$ cat config.mk
export PLATFORM = sky130hd
export DESIGN_NAME = rs
export DESIGN_NICKNAME = d
export VERILOG_FILES = /design/src/rtl/rs.sv
export SDC_FILE = /design/constraint.sdc
export NUM_CORES = 2
export LEC_CHECK = 0
export ABC_AREA = 1
export BUFFER_PORTS_ARGS = -buffer_cell sky130_fd_sc_hd__clkbuf_2
export CORE_AREA = 2 2 507 509
export CTS_CLUSTER_DIAMETER = 60
export DETAILED_ROUTE_END_ITERATION = 6
export DIE_AREA = 0 0 509 511
export PLACE_DENSITY = 0.47
export SYNTH_ARGS = -nofsm -noshare
export SYNTH_HDL_FRONTEND = slang
export SYNTH_SLANG_ARGS = --single-unit
export TNS_END_PERCENT = 5
$ cat constraint.sdc
create_clock -name clock -period 6.82 [get_ports clock]
set_clock_uncertainty 0.15 [all_clocks]
set_input_delay 0.341 -clock clock [delete_from_list [all_inputs] [get_ports clock]]
set_output_delay 0.341 -clock clock [all_outputs]
set_load 0.1 [all_outputs]
$ cat src/rtl/rs.sv
// rs: unified reservation station with CDB tag wakeup and per-FU-type lowest-row issue
package rs_pkg;
  typedef enum logic [2:0] {FU_ALU, FU_LD, FU_ST, FU_MULT, FU_BR} fu_t;
  typedef struct packed {
    logic [31:0] inst;
    fu_t         fu_name;
    logic        valid_inst;
  } inst_t;
  typedef struct packed {
    inst_t      inst;
    logic [6:0] T;
    logic [6:0] T1;
    logic [6:0] T2;
    logic       busy;
  } rs_row_t;
endpackage

module rs
  import rs_pkg::*;
#(
  parameter int RS_SIZE = 16,
  parameter int NUM_FU  = 5
) (
  input  logic                         clock,
  input  logic                         reset,
  input  logic                         enable,
  input  logic                         CAM_en,
  input  logic [6:0]                   CDB_in,
  input  logic                         dispatch_valid,
  input  rs_row_t                      inst_in,
  input  logic [1:0]                   LSQ_busy,
  output rs_row_t [RS_SIZE-1:0]        rs_table_out,
  output logic [RS_SIZE-1:0]           issue_idx,
  output rs_row_t [NUM_FU-1:0]         issue_out,
  output logic [$clog2(NUM_FU)-1:0]    issue_cnt,
  output logic                         rs_full
);
  localparam int CW = $clog2(NUM_FU);
  localparam int IW = $clog2(RS_SIZE);
  rs_row_t [RS_SIZE-1:0] table_q, table_d;
  rs_row_t din;
  logic [RS_SIZE-1:0] rdy, busy;
  logic [IW-1:0] free_idx;
  logic taken;
  function automatic rs_row_t wake(rs_row_t r, logic en, logic [6:0] cdb);
    wake = r;
    if (en && r.T1[5:0] == cdb[5:0]) wake.T1[6] = 1'b1;
    if (en && r.T2[5:0] == cdb[5:0]) wake.T2[6] = 1'b1;
  endfunction
  assign rs_table_out = table_q;
  assign rs_full = &busy;
  assign issue_cnt = CW'($countones(issue_idx));
  always_comb begin
    for (int i = 0; i < RS_SIZE; i++) begin
      busy[i] = table_q[i].busy;
      rdy[i] = enable && reset && table_q[i].busy && table_q[i].T1[6] && table_q[i].T2[6];
    end
  end
  // taken starts set for a memory FU whose queue is busy, so nothing is selected for it
  always_comb begin
    issue_out = '0;
    issue_idx = '0;
    taken = 1'b0;
    for (int k = 0; k < NUM_FU; k++) begin
      taken = (k == int'(FU_LD) && LSQ_busy[0]) || (k == int'(FU_ST) && LSQ_busy[1]);
      for (int i = 0; i < RS_SIZE; i++)
        if (!taken && rdy[i] && table_q[i].inst.fu_name == fu_t'(k)) begin
          taken = 1'b1;
          issue_out[k] = table_q[i];
          issue_idx[i] = 1'b1;
        end
    end
  end
  always_comb begin
    free_idx = '0;
    for (int i = RS_SIZE - 1; i >= 0; i--) if (!table_q[i].busy) free_idx = IW'(i);
    din = wake(inst_in, CAM_en, CDB_in);
    din.busy = 1'b1;
    table_d = table_q;
    for (int i = 0; i < RS_SIZE; i++) begin
      if (table_q[i].busy) table_d[i] = wake(table_q[i], CAM_en, CDB_in);
      if (issue_idx[i]) table_d[i].busy = 1'b0;
    end
    if (dispatch_valid && inst_in.inst.valid_inst && !rs_full) table_d[free_idx] = din;
  end
  always_ff @(posedge clock)
    if (!reset) table_q <= '0;
    else if (enable) table_q <= table_d;
endmodule

* After elaboration in Yosys (flattened, before gate mapping) *
Cells that the tools add are included.
W data, S select, Z words.

word-level totals
  flip-flop bits (word level) = 928

operators by class
  add/sub/neg operators = 15
  magnitude comparators = 2
  equality and inequality tests = 98
  multiplexer cells = 320
  reductions and logical operators = 338

operators by type and width
  cell                  number
  $mux W58              81
  $bwmux W928           1
  $mux W928             1
  $logic_and A1 B1 Y1   243
  $mux W15              16
  $demux W58 S4         1
  $eq A6 B6 Y1          34
  $mux W1               204
  $eq A3 B2 Y1 const B  32
  $logic_not A1 Y1      78
  $mux W4               16
  $eq A3 B1 Y1 const B  16
  $eq A3 B3 Y1 const B  16
  $logic_not A3 Y1      16
  $add A1 B1 Y2         8
  $reduce_and A16 Y1    1
  $add A2 B2 Y3         4
  $add A3 B3 Y3         3
  $lt A4 B5 Y1 const B  1
  $ge A4 B1 Y1 const B  1

* Longest topological paths before layout *
  depth after elaboration = 74
  mapped depth = 28
  depth with buffers taken out = 27

* Worst setup path before layout *
Ideal clock, no wire load.

  path kind = flip-flop to output port
  from = register table_q (netlist bit rs_table_out[0])
  to = output issue_cnt[2]
  arrival time = 8057 ps
  data required time = 6329 ps
  slack = -1728 ps
  cell stages (with the launch flop) = 22
  cell sequence = dfxtp_1 -> buf_2 -> nand3_1 -> nor2_4 -> nand2_1 -> nand3_1 -> nor2_1 -> clkbuf_1 -> buf_1 -> nor3_1 -> nand3_1 -> fa_1 -> inv_1 -> fa_1 -> inv_1 -> fa_1 -> fa_1 -> ha_1 -> inv_1 -> fa_1 -> xnor2_1 -> xnor2_1

on the way
  elaborated cells between the ends (all ways) = 404
  those cells by class = add/sub (15); mux (154); reduce/logical (235)

RTL lines
  element                                                  RTL line  source
  start, declared                                          40        rs_row_t [RS_SIZE-1:0] table_q, table_d;
  start signal, assigned                                   88        else if (enable) table_q <= table_d;
  $logic_and A1 B1 Y1 * (3 in a row)                       56        rdy[i] = enable && reset && table_q[i].busy && table_q[i].T1[6] && table_q[i].T2[6];
  $logic_and A1 B1 Y1                                      67        if (!taken && rdy[i] && table_q[i].inst.fu_name == fu_t'(k)) begin
  $mux W1 or $logic_and A1 B1 Y1 (tied branches)           67
  $logic_not A1 Y1 or $mux W1 (tied branches)              67
  $logic_and A1 B1 Y1 or $logic_not A1 Y1 (tied branches)  67
  $logic_and A1 B1 Y1                                      67
  $mux W1 or $logic_and A1 B1 Y1 (tied branches)           67
  $logic_not A1 Y1 or $mux W1 (tied branches)              67
  [5 not listed]                                           n/a
  $logic_and A1 B1 Y1                                      67
  $mux W1 or $logic_and A1 B1 Y1 (tied branches)           67
  $mux W1 (3 in a row)                                     67
  $mux W1 *                                                67
  via issue_idx[3]                                         33        output logic [RS_SIZE-1:0] issue_idx,
  $add A1 B1 Y2 (not written as such) *                    52        assign issue_cnt = CW'($countones(issue_idx));
  $add A2 B2 Y3 (not written as such) *                    52
  $add A3 B3 Y3 (not written as such) * (2 in a row)       52
  end, declared                                            35        output logic [$clog2(NUM_FU)-1:0] issue_cnt,

Mark *: on every way through the listed nets, which the timed path passes. The rest lies on a longest branch.

* Worst setup path after layout *
  from = register table_q (netlist bit rs_table_out[58])
  to = output issue_cnt[2]

on the way
  longest elaborated chain between the ends = 70
  elaborated cells between the ends (all ways) = 383
  those cells by class = add/sub (15); mux (145); reduce/logical (223)

RTL lines
  element                                RTL line
  $logic_and A1 B1 Y1 * (3 in a row)     56
  $logic_and A1 B1 Y1 (2 in a row)       67
  $mux W1                                67
  $logic_not A1 Y1                       67
  $logic_and A1 B1 Y1 (2 in a row)       67
  $mux W1                                67
  $logic_not A1 Y1                       67
  $logic_and A1 B1 Y1 (2 in a row)       67
  [44 not listed]                        n/a
  $mux W1                                67
  $logic_not A1 Y1                       67
  $logic_and A1 B1 Y1 (2 in a row)       67
  $mux W1 (5 in a row)                   67
  $add A1 B1 Y2 (not written as such)    52
  $add A2 B2 Y3 (not written as such)    52
  $add A3 B3 Y3 (not written as such)    52
  $add A3 B3 Y3 (not written as such) *  52

Every way passes the cells marked *; elsewhere a longest branch is shown, timed or not.

==> impl_metrics.csv <==
group,metric,value,unit
outcome,status,"complete, but fails checks",
outcome,violations,"design-rule violations, negative setup slack",
sta,setup_viol,1,
worst_setup_path,rr_startpoint,"rs_table_out[812]",
synth,synth_top_area_cell,"dfxtp_1",
worst_setup_path,crit_path_start_kind,"flip-flop",
pwr,p_sw_share,27.80,%
cts,cts-root-to-sink-buffers,3,
grt,grt_use_total,41.54,%
run,maxCapViolCount,0,
pwr,clockPowerShare,56.3,%
cts,cts.clk_slew.worst_paths,0.05,ns
worst_setup_path,startpoint,"rs_table_out[58]",
finish,fin_util,33.14,%
route,viasPerCell,5.792,
cts,numCtsBuffers,145,
cts,cts_tree,"done",
cts,cts_sinks,928,
grt,grt_pass1_vias,78630,
worst_hold_path,hold_path.startpoint,"LSQ_busy[1]",
finish,drive_gt1_share,17.09,%
finish,multi_input_area,0.04210,mm^2
place,port_buffers,1297,
route,wire_per_inst,35.72,um
sta,finalCritPeriodShare,103.5,%
worst_setup_path,crit_path_end_kind,"output port",
place,dpl.hpwl,448.4,mm
cts,ctsHtreeMaxLevel,4,
worst_setup_path,required,6.33,ns
finish,nets,12540,
sta,setup_tns,-0.2383,ns
cts,cts_root_buf,"clkbuf_16",
worst_setup_path,crit_type,"reg -> out",
synth,syn_avg_cell_area,5.853,um^2
pwr,leakage,33.91,nW
synth,synthArstFlopShare,0,%
pwr,sequentialPowerShare,37.2,%
synth,synth.distinct_cells,57,
synth,synth-seq-area-share,27.53,%
finish,fillers,28740,
synth,synth-edff-count,0,
floorplan,ioPinCount,1310,
pwr,combPwrFrac,6.4,%
sta,relSlewSlack,22.91,%
worst_setup_path,worstPathMaxFanout,4,
sta,rsz0062_at_grt,"yes",
pwr,p_int,10.61,mW
floorplan,rows,186,
floorplan,die_area,0.2601,mm^2
pwr,ir_worst_vdd,0.2813,mV
route,vias,92470,
cts,clkLatencyLatePin,0.83,ns
floorplan,die-width,509,um
worst_setup_path,cp_data_arrival_time,6.57,ns
sta,hold_viol,0,
pwr,power,14.70,mW
synth,synth_common_cells,"2,234 x nand2_1, 2,134 x nor2_1, 1,022 x inv_1, 933 x nand3_1, 928 x dfxtp_1",
route,first_pass_iters,7,
grt,grt-ovfl-total,0,
grt,grt_pass1_wl,750.3,mm
synth,syn_area,0.06749,mm^2
route,drtIter0Drc,15900,
pwr,powerDensity,173.8,mW/mm^2
sta,fmax,141.7,MHz
pwr,p_sw,4.088,mW
sta,final_max_slew_viol_count,0,
sta,min_period,7.058,ns
floorplan,fp.coreArea,0.2553,mm^2
sta,worst_pin_slew,1.155,ns
synth,synthCells,11530,
finish,largest_reg_flops,928,
synth,synthFlopType,"dfxtp_1",
route,wl,570.3,mm
route,drc,3,
grt,antenna_found_initial,32,
floorplan,fp.dieH,511,um
sta,setup_ws,-0.2383,ns
synth,synth_area_leaders,"dfxtp_1 28%, nand2_1 12%, nor2_1 12%, nand3_1 6.9%, a21oi_1 5.9%",
place,placed_cell_area,0.07860,mm^2
finish,ff_latch_area,0.01865,mm^2
floorplan,initial_utilization,26.44,%
synth,yosys_warnings,0,
synth,synth_most_common_cell,"nand2_1",
finish,fin_area,0.08461,mm^2
synth,synth_top_area_share,27.53,%
route,ant_nets,0,
finish,area_delta_synth_final,25.37,%
place,globalplace.congestion,1.054,
grt,grt_max_degree,151,
synth,ys_seq_elements,928,
worst_hold_path,hp-class,"in -> reg",
-- placed cells by master (no fill, tap or decap), types with 37 or more instances in the layout --
master	instances
nand2_1	2207
nor2_1	2104
clkbuf_2	1210
inv_1	1006
nand3_1	912
dfxtp_1	882
a21oi_1	796
o21ai_0	662
nand4_1	631
a211oi_1	371
buf_4	360
nor3_1	200
o22ai_1	188
clkbuf_16	154
buf_12	67
xor2_1	57
a22oi_1	55
inv_2	52
nor2_4	44
o221ai_1	43
xnor2_1	42
dfxtp_2	42
a31oi_1	40
o211ai_1	37
-- timing repair --
item                       4_1_cts  5_1_grt
setup buffers                   25        9
pin swaps                       37       39
resized for setup               59       13
hold buffers                    33        0
hold endpoints to repair       233        0
setup endpoints to repair        2        2
-- final timing paths --
kind	endpoint	slack [ns]	cells past startpoint
worst max-delay path	issue_cnt[2]	-0.24	25
worst min-delay path	rs_table_out[58]	0.05	7
worst max register to register	rs_table_out[791]	2.33	18
worst min register to register	rs_table_out[406]	0.36	2
-- critical path, cell delays in order (launching register included) --
cell and delay (ns):
dfxtp_2 0.33, nand2_4 0.08, nor2_4 0.06, nand4_1 0.14
nand3_4 0.12, nor2_4 0.17, nand4_1 0.17, nor2_4 0.20
nand4_1 0.25, nor2_4 0.25, nand4_1 0.17, nor2_4 0.15
nor2_4 0.06, nand2_4 0.08, inv_2 0.04, fa_1 0.55
inv_2 0.05, fa_2 0.62, fa_1 0.44, fa_1 0.52
ha_2 0.17, inv_2 0.04, fa_2 0.39, xnor2_4 0.16
xnor2_4 0.30, buf_12 0.22
-- cell families after synthesis --
family | after synthesis | share of synthesized area (%)
DFF | 928 | 27.53
other | 1 | 0.005556
AOI/OAI and AO/OA | 2287 | 19.66
and+or+nand+nor | 6233 | 39.84
xor gates and xnor gates | 101 | 1.311
adders and majority gates | 12 | 0.3337
buffers and inverters | 1969 | 11.33
-- power by group through the flow --
stage,registers (mW),logic [mW],clock network (mW)
2_1_floorplan,5.74,0.354,0
6_report,5.47,0.944,8.28
3_3_place_gp,5.59,0.870,0
5_1_grt,5.47,0.955,8.46
3_5_place_dp,5.59,0.868,0
4_1_cts,5.47,0.898,8.28
-- layout make-up --
cell class,count,share of cell area (%)
antenna,9,0.02662
timing repair buffer,1674,12.39
sequential,928,22.04
multi-input combinational,8643,49.76
tap,3384,5.004
inverter,1066,4.748
clock buffer,197,5.041
clock inverter,65,0.9996
-- per-stage QoR --
stage	hold WS, ns	cells	worst slack, ns
2_1_floorplan	0.3744	11540	0.01189
3_3_place_gp	0.3407	15630	-0.01665
3_5_place_dp	0.3469	15630	-0.06281
4_1_cts	0.002620	15950	-0.2121
5_1_grt	0.07608	15960	-0.3609
6_report	0.05236	15970	-0.2383
-- per-layer routing --
| layer | up-vias | routed length (um) | global-route usage (%) |
|---|---|---|---|
| met4 | 12 | 40110 | 23.76 |
| met1 | 43680 | 235900 | 57.44 |
| met2 | 7166 | 213700 | 54.52 |
| met3 | 1039 | 80490 | 14.71 |
| met5 | - | 74 | 0 |
| li1 | 40570 | - | - |
No activity file was read; power rests on OpenSTA's default activity.
